**src/rtl/uart_pkg.sv**
```systemverilog
// Shared types and helpers for the UART transmit path (and a future receiver).
// Frame sequencing states, the data width and a baud divisor helper.
package uart_pkg;

    typedef enum bit [1:0] {
        UTX_IDLE  = 2'd0,
        UTX_START = 2'd1,
        UTX_DATA  = 2'd2,
        UTX_STOP  = 2'd3
    } uart_tx_sm_t;

    localparam int unsigned UART_DATA_BITS = 8;

    // Rounded clock cycles per bit, e.g. clks_per_bit(50_000_000, 921_600) = 54.
    function automatic int unsigned clks_per_bit(
        input longint unsigned clock_hz,
        input longint unsigned baud
    );
        longint unsigned q;
        q = (clock_hz + (baud >> 1)) / baud;
        return q[31:0];
    endfunction

endpackage

```
**src/rtl/uart_tx_serializer_bit_timer.sv**
```systemverilog
// Bit-period divider: counts 0..CLKS_PER_BIT-1 and flags the terminal count.
// Holding restart_i parks the counter at zero so the next bit starts aligned.
module uart_bit_timer #(
    parameter int unsigned CLKS_PER_BIT = 54
) (
    input  logic clk_i,
    input  logic srst_n_i,
    input  logic restart_i,
    output logic tick_o
);

    localparam int unsigned CNT_W = $clog2(CLKS_PER_BIT);
    localparam logic [CNT_W-1:0] TERMINAL = CNT_W'(CLKS_PER_BIT - 1);

    if (CLKS_PER_BIT < 2 || CLKS_PER_BIT > 65535) begin : g_bad_clks_per_bit
        $error("uart_bit_timer: CLKS_PER_BIT must be in 2..65535");
    end

    logic [CNT_W-1:0] cnt_q;
    logic [CNT_W-1:0] cnt_d;

    always_comb begin
        cnt_d = cnt_q + 1'b1;
        if (restart_i || (cnt_q == TERMINAL)) begin
            cnt_d = '0;
        end
    end

    always_ff @(posedge clk_i) begin
        if (!srst_n_i) begin
            cnt_q <= '0;
        end else begin
            cnt_q <= cnt_d;
        end
    end

    assign tick_o = (cnt_q == TERMINAL) && !restart_i;

endmodule

```
**src/rtl/uart_tx_serializer.sv**
```systemverilog
// Byte-at-a-time 8N1/8N2 UART transmitter with registered outputs.
// Upstream paces itself on uart_tx_active; requests while busy only raise tx_overrun.
module uart_tx_serializer
    import uart_pkg::*;
#(
    parameter int unsigned CLKS_PER_BIT = 54,
    parameter int unsigned STOP_BITS    = 1
) (
    input  logic       clock,
    input  logic       reset_n,
    input  logic       uart_tx_send_byte,
    input  logic [7:0] uart_tx_byte,
    output logic       uart_tx_active,
    output logic       uart_tx,
    output logic       tx_done,
    output logic       tx_overrun
);

    localparam logic [2:0] LAST_DATA_BIT = 3'(UART_DATA_BITS - 1);
    localparam logic       LAST_STOP_BIT = 1'(STOP_BITS - 1);

    if (STOP_BITS != 1 && STOP_BITS != 2) begin : g_bad_stop_bits
        $error("uart_tx_serializer: STOP_BITS must be 1 or 2");
    end

    uart_tx_sm_t               state_q, state_d;
    logic [UART_DATA_BITS-1:0] shift_q, shift_d;
    logic [2:0]                bit_idx_q, bit_idx_d;
    logic                      stop_idx_q, stop_idx_d;
    logic                      tx_q, tx_d;
    logic                      active_q, active_d;
    logic                      done_q, done_d;
    logic                      overrun_q, overrun_d;
    logic                      bit_tick;
    logic                      timer_restart;

    // The divider is parked while idle so the start bit gets a full period.
    assign timer_restart = (state_q == UTX_IDLE);

    uart_bit_timer #(
        .CLKS_PER_BIT(CLKS_PER_BIT)
    ) u_bit_timer (
        .clk_i    (clock),
        .srst_n_i (reset_n),
        .restart_i(timer_restart),
        .tick_o   (bit_tick)
    );

    always_comb begin
        state_d    = state_q;
        shift_d    = shift_q;
        bit_idx_d  = bit_idx_q;
        stop_idx_d = stop_idx_q;
        tx_d       = tx_q;
        active_d   = active_q;
        done_d     = 1'b0;
        overrun_d  = overrun_q | (uart_tx_send_byte & active_q);

        case (state_q)
            UTX_IDLE: begin
                tx_d     = 1'b1;
                active_d = 1'b0;
                if (uart_tx_send_byte) begin
                    shift_d    = uart_tx_byte;
                    bit_idx_d  = '0;
                    stop_idx_d = 1'b0;
                    tx_d       = 1'b0;
                    active_d   = 1'b1;
                    state_d    = UTX_START;
                end
            end
            UTX_START: begin
                if (bit_tick) begin
                    tx_d    = shift_q[0];
                    state_d = UTX_DATA;
                end
            end
            UTX_DATA: begin
                if (bit_tick) begin
                    shift_d = {1'b1, shift_q[UART_DATA_BITS-1:1]};
                    if (bit_idx_q == LAST_DATA_BIT) begin
                        tx_d       = 1'b1;
                        stop_idx_d = 1'b0;
                        state_d    = UTX_STOP;
                    end else begin
                        tx_d      = shift_q[1];
                        bit_idx_d = bit_idx_q + 3'd1;
                    end
                end
            end
            UTX_STOP: begin
                if (bit_tick) begin
                    if (stop_idx_q == LAST_STOP_BIT) begin
                        active_d = 1'b0;
                        done_d   = 1'b1;
                        state_d  = UTX_IDLE;
                    end else begin
                        stop_idx_d = 1'b1;
                    end
                end
            end
            default: begin
                tx_d     = 1'b1;
                active_d = 1'b0;
                state_d  = UTX_IDLE;
            end
        endcase
    end

    always_ff @(posedge clock) begin
        if (!reset_n) begin
            state_q    <= UTX_IDLE;
            shift_q    <= '0;
            bit_idx_q  <= '0;
            stop_idx_q <= 1'b0;
            tx_q       <= 1'b1;
            active_q   <= 1'b0;
            done_q     <= 1'b0;
            overrun_q  <= 1'b0;
        end else begin
            state_q    <= state_d;
            shift_q    <= shift_d;
            bit_idx_q  <= bit_idx_d;
            stop_idx_q <= stop_idx_d;
            tx_q       <= tx_d;
            active_q   <= active_d;
            done_q     <= done_d;
            overrun_q  <= overrun_d;
        end
    end

    assign uart_tx        = tx_q;
    assign uart_tx_active = active_q;
    assign tx_done        = done_q;
    assign tx_overrun     = overrun_q;

endmodule

```
**config.mk**
```make
export PLATFORM = sky130hd
export DESIGN_NAME = uart_tx_serializer
export DESIGN_NICKNAME = d
export VERILOG_FILES = /design/src/rtl/uart_pkg.sv /design/src/rtl/uart_tx_serializer_bit_timer.sv /design/src/rtl/uart_tx_serializer.sv
export SDC_FILE = /design/constraint.sdc
export NUM_CORES = 1
export LEC_CHECK = 0
export ABC_CLOCK_PERIOD_IN_PS = 3390
export CORE_ASPECT_RATIO = 1.75
export CORE_UTILIZATION = 40
export CTS_BUF_LIST = sky130_fd_sc_hd__clkbuf_8
export CTS_CLUSTER_DIAMETER = 200
export DETAILED_ROUTE_END_ITERATION = 8
export GPL_TIMING_DRIVEN = 0
export HOLD_SLACK_MARGIN = 0.03
export PLACE_DENSITY = 0.7
export RECOVER_POWER = 50
export REMOVE_ABC_BUFFERS = 1
export SLEW_MARGIN = 5
export SYNTH_ARGS = -nofsm -noshare
export SYNTH_HDL_FRONTEND = slang
export SYNTH_SLANG_ARGS = --single-unit
```
**constraint.sdc**
```tcl
create_clock -name clock -period 3.39 [get_ports clock]
set_clock_uncertainty 0.05 [all_clocks]
set_input_delay 0.339 -clock clock [delete_from_list [all_inputs] [get_ports clock]]
set_output_delay 0.339 -clock clock [all_outputs]
set_load 0.02 [all_outputs]
```
==> impl_metrics.json <==
{
  "status": "complete, no violations",
  "worst_r2r_endpoint": "shift_q[5]",
  "clock_tree.htree_level_count": 1,
  "category_of_the_most_critical_setup_path": "reg2reg",
  "synth_common_cells": "dfxtp_1 (23), nand2_1 (12), o211a_1 (9)",
  "timing.critical_path.slowest_cell_delay_ps": 620,
  "final.fill_count": 271,
  "timing.rr.start": "state_q[0]",
  "synth_top_flop_cell": "dfxtp_1",
  "worst_slew_margin_rel_pct": 52.8,
  "r2r_slack_ps": 1400,
  "report.final.slew_viol_count": 0,
  "clock.fmax_ghz": 0.502,
  "drc": 0,
  "max_cap_viol_count": 0,
  "path_depth": 5,
  "synth.yosys.warnings": 0,
  "root_buffer": "clkbuf_8",
  "initial_core_util_pct": 42.0,
  "floorplan.core_area_um2": 2900,
  "critical_path.endpoint": "shift_q[5]",
  "post-route-util_pct": 47.9,
  "max_slew.worst_pin.slew_ps": 708,
  "async_flop_share_pct": 0,
  "arrival_ps": 2100,
  "p_int_mw": 0.582,
  "postRouteWirelength_um": 2150,
  "timing_hold_violations_final": 0,
  "chip_height_um": 74.9,
  "required_ps": 3500,
  "synth.cell_area_um2": 1220,
  "net-switching-power_mw": 0.305,
  "setup_tns_ps": 0,
  "antenna_violations_before_repair": 0,
  "detail_route.vias_per_cell": 5.84,
  "synthDistinctLibCells": 38,
  "wire_length_on_met1_um": 887,
  "reg2reg_depth": 5,
  "timing.critical_path.fanout_max": 17,
  "critPathLaunch": "state_q[0]",
  "synth_top_area_share_pct": 37.9,
  "postCtsSetupRepairBufs": 0,
  "port_buffers": 14,
  "pwr-share-clk_pct": 19.2,
  "placementRows": 26,
  "globalplace.congestion": 0.828,
  "share_seq_of_total_power_pct": 40.8,
  "ordered_cell_list_for_the_critical_path": "inv_1 > ha_1 > and3b_1 > a41o_4 > o211a_1",
  "floorplan.die_area_um2": 3270,
  "switching_fraction_of_total_power_pct": 34.4,
  "ctsHoldBuffers": 0,
  "pin_count_of_the_biggest_net_entering_global_routing": 21,
  "clock_insertion_delay_worst_skew_ps": 260,
  "count_of_mapped_cells_out_of_synthesis": 126,
  "final_min_period_over_clock_period_pct": 58.7,
  "yosys.cell_count.top_type": "dfxtp_1",
  "holdCritPathClass": "reg2reg",
  "synth_area_leaders": "dfxtp_1 (38%), ha_1 (8.2%), o211a_1 (7.4%)",
  "p_comb_share_pct": 39.9,
  "detailed_route_wirelength_on_metal2_um": 1170,
  "vdd_ir_drop_max_v": 0.000373,
  "clkSinkCount": 23,
  "antennaDiodeCount": 0,
  "drive_gt1_share_pct": 5.84,
  "leftover_overflow_at_the_end_of_global_routing": 0,
  "timing.critical_path.max_delay_family": "adder cells",
  "end_kind": "flip-flop",
  "rsz_0062_raised_after_global_routing": "no",
  "cts_resized": 0,
  "total_leakage_power_nw": 0.619,
  "dp_hpwl_um": 1640,
  "buffers_inverters_on_critical_path": 1,
  "synth_enable_flop_cells": 0,
  "detailedRoute.firstIterationViolations": 19,
  "wire_length_of_the_first_global_routing_pass_um": 3710,
  "setup-violations-final": 0,
  "sequential_share_of_the_synthesized_area_pct": 37.9,
  "first_global_vias": 878,
  "synth_top_cell_by_area": "dfxtp_1",
  "met3_wirelength_um": 33,
  "clockBufferDepth": 2,
  "period_minus_slack_ps": 1990,
  "die_width_um": 43.7,
  "p_per_area_nw_per_um2": 640,
  "grt_util_all_layers_pct": 15.0,
  "final_nets": 157,
  "floorplan.io_pins": 15,
  "clk_pin_slew_ps": 80,
  "firstDrtPassIters": 4,
  "route.antenna.remaining_nets": 0,
  "cpMaxStageDelayCell": "ha_1",
  "setup.worst_path.start_class": "flip-flop",
  "routed_len_inst_um": 13.0,
  "synthesis.area_per_instance_um2": 9.65,
  "routed.top_layer": "met4",
  "cts_buffers": 3,
  "tritoncts_clock_tree": "built",
  "area_delta_synth_final_pct": 14.0,
  "synth-seq-cells": 23,
  "vias": 963
}
==> metal layers <==
| metal | GRT usage (%) | up-vias |
|---|---|---|
| li1 | - | 474 |
| met1 | 16.0 | 467 |
| met2 | 27.0 | 16 |
| met3 | 1.44 | 6 |
| met4 | 10.1 | 0 |
| met5 | 0 | - |
==> power groups by stage <==
stage | clock, mW | combinational, mW | sequential [mW]
global placement | 0 | 0.351 | 0.364
floorplan | 0 | 0.257 | 0.373
finish | 0.171 | 0.354 | 0.362
global route | 0.187 | 0.396 | 0.370
detailed placement | 0 | 0.360 | 0.369
CTS | 0.176 | 0.362 | 0.363
==> how the worst min path moves through the flow <==
stage | startpoint | to | slack, ps | depth (start not counted)
after floorplan | reset_n | uart_tx | 360 | 1
after global placement | u_bit_timer.cnt_q[0] | u_bit_timer.cnt_q[0] | 400 | 1
after detailed placement | bit_idx_q[1] | bit_idx_q[1] | 430 | 2
after CTS | bit_idx_q[1] | bit_idx_q[1] | 440 | 2
after global routing | bit_idx_q[1] | bit_idx_q[1] | 470 | 2
final | bit_idx_q[1] | bit_idx_q[1] | 440 | 2
==> worst register-to-register path, cell delays in order, from the launching register on <==
cell     delay (ps)
dfxtp_1         350
inv_1            90
ha_1            620
and3b_1         270
a41o_4          300
o211a_1         220
==> state kept, by name, summed over array words and instances, names as in the netlist <==
name,flops
bit_idx_q,3
state_q,2
uart_tx_active,1
shift_q,8
tx_overrun,1
tx_done,1
uart_tx,1
u_bit_timer.cnt_q,6
==> through the flow <==
| stage | hold WS (ps) | instances | total power [mW] | worst slack (ps) | cell area [um^2] |
|---|---|---|---|---|---|
| after floorplan | 361 | 119 | 0.631 | 1610 | 1160 |
| after global placement | 396 | 161 | 0.715 | 1350 | 1340 |
| after detailed placement | 430 | 161 | 0.729 | 1320 | 1340 |
| after CTS | 443 | 165 | 0.901 | 1380 | 1390 |
| after global routing | 467 | 165 | 0.952 | 1230 | 1390 |
| final | 440 | 165 | 0.887 | 1400 | 1390 |
==> placed cells by master, fill, tap and decap left out, types with 2 or more instances in the layout <==
master           count
a21oi_1              2
and3_1               4
clkbuf_8             3
clkdlybuf4s50_1      9
dfxtp_1             23
dlygate4sd3_1        5
ha_1                 8
inv_1                4
mux2i_1              7
nand2_1             12
nand3_1              8
nand3b_1             3
nand4_1              2
nor2_1               8
nor2b_1              3
o211a_1              9
o21ai_0              4
o221ai_1             2
xnor2_1              2
xor2_1               2
==> area by class of cell <==
cell class                      instances  area [um^2]  area share [%]
Multi-Input combinational cell         92          689            49.7
Sequential cell                        23          460            33.2
Timing Repair Buffer                   14          140            10.1
Clock buffer                            3         41.3            2.98
Tap cell                               28         35.0            2.53
Inverter                                4         15.0            1.08
Clock inverter                          1         5.00           0.361
==> cells by family after synthesis <==
logic type | after synthesis | synth area share (%)
AND/OR/NAND/NOR | 49 | 22.1
AO/OA/AOI/OAI | 23 | 16.8
flip-flops | 23 | 37.9
buffers and inverters | 11 | 5.45
multiplexers | 8 | 6.69
adder cells (fa/ha/maj) | 8 | 8.23
XOR/XNOR | 4 | 2.88
No activity file was read; power rests on OpenSTA's default activity.
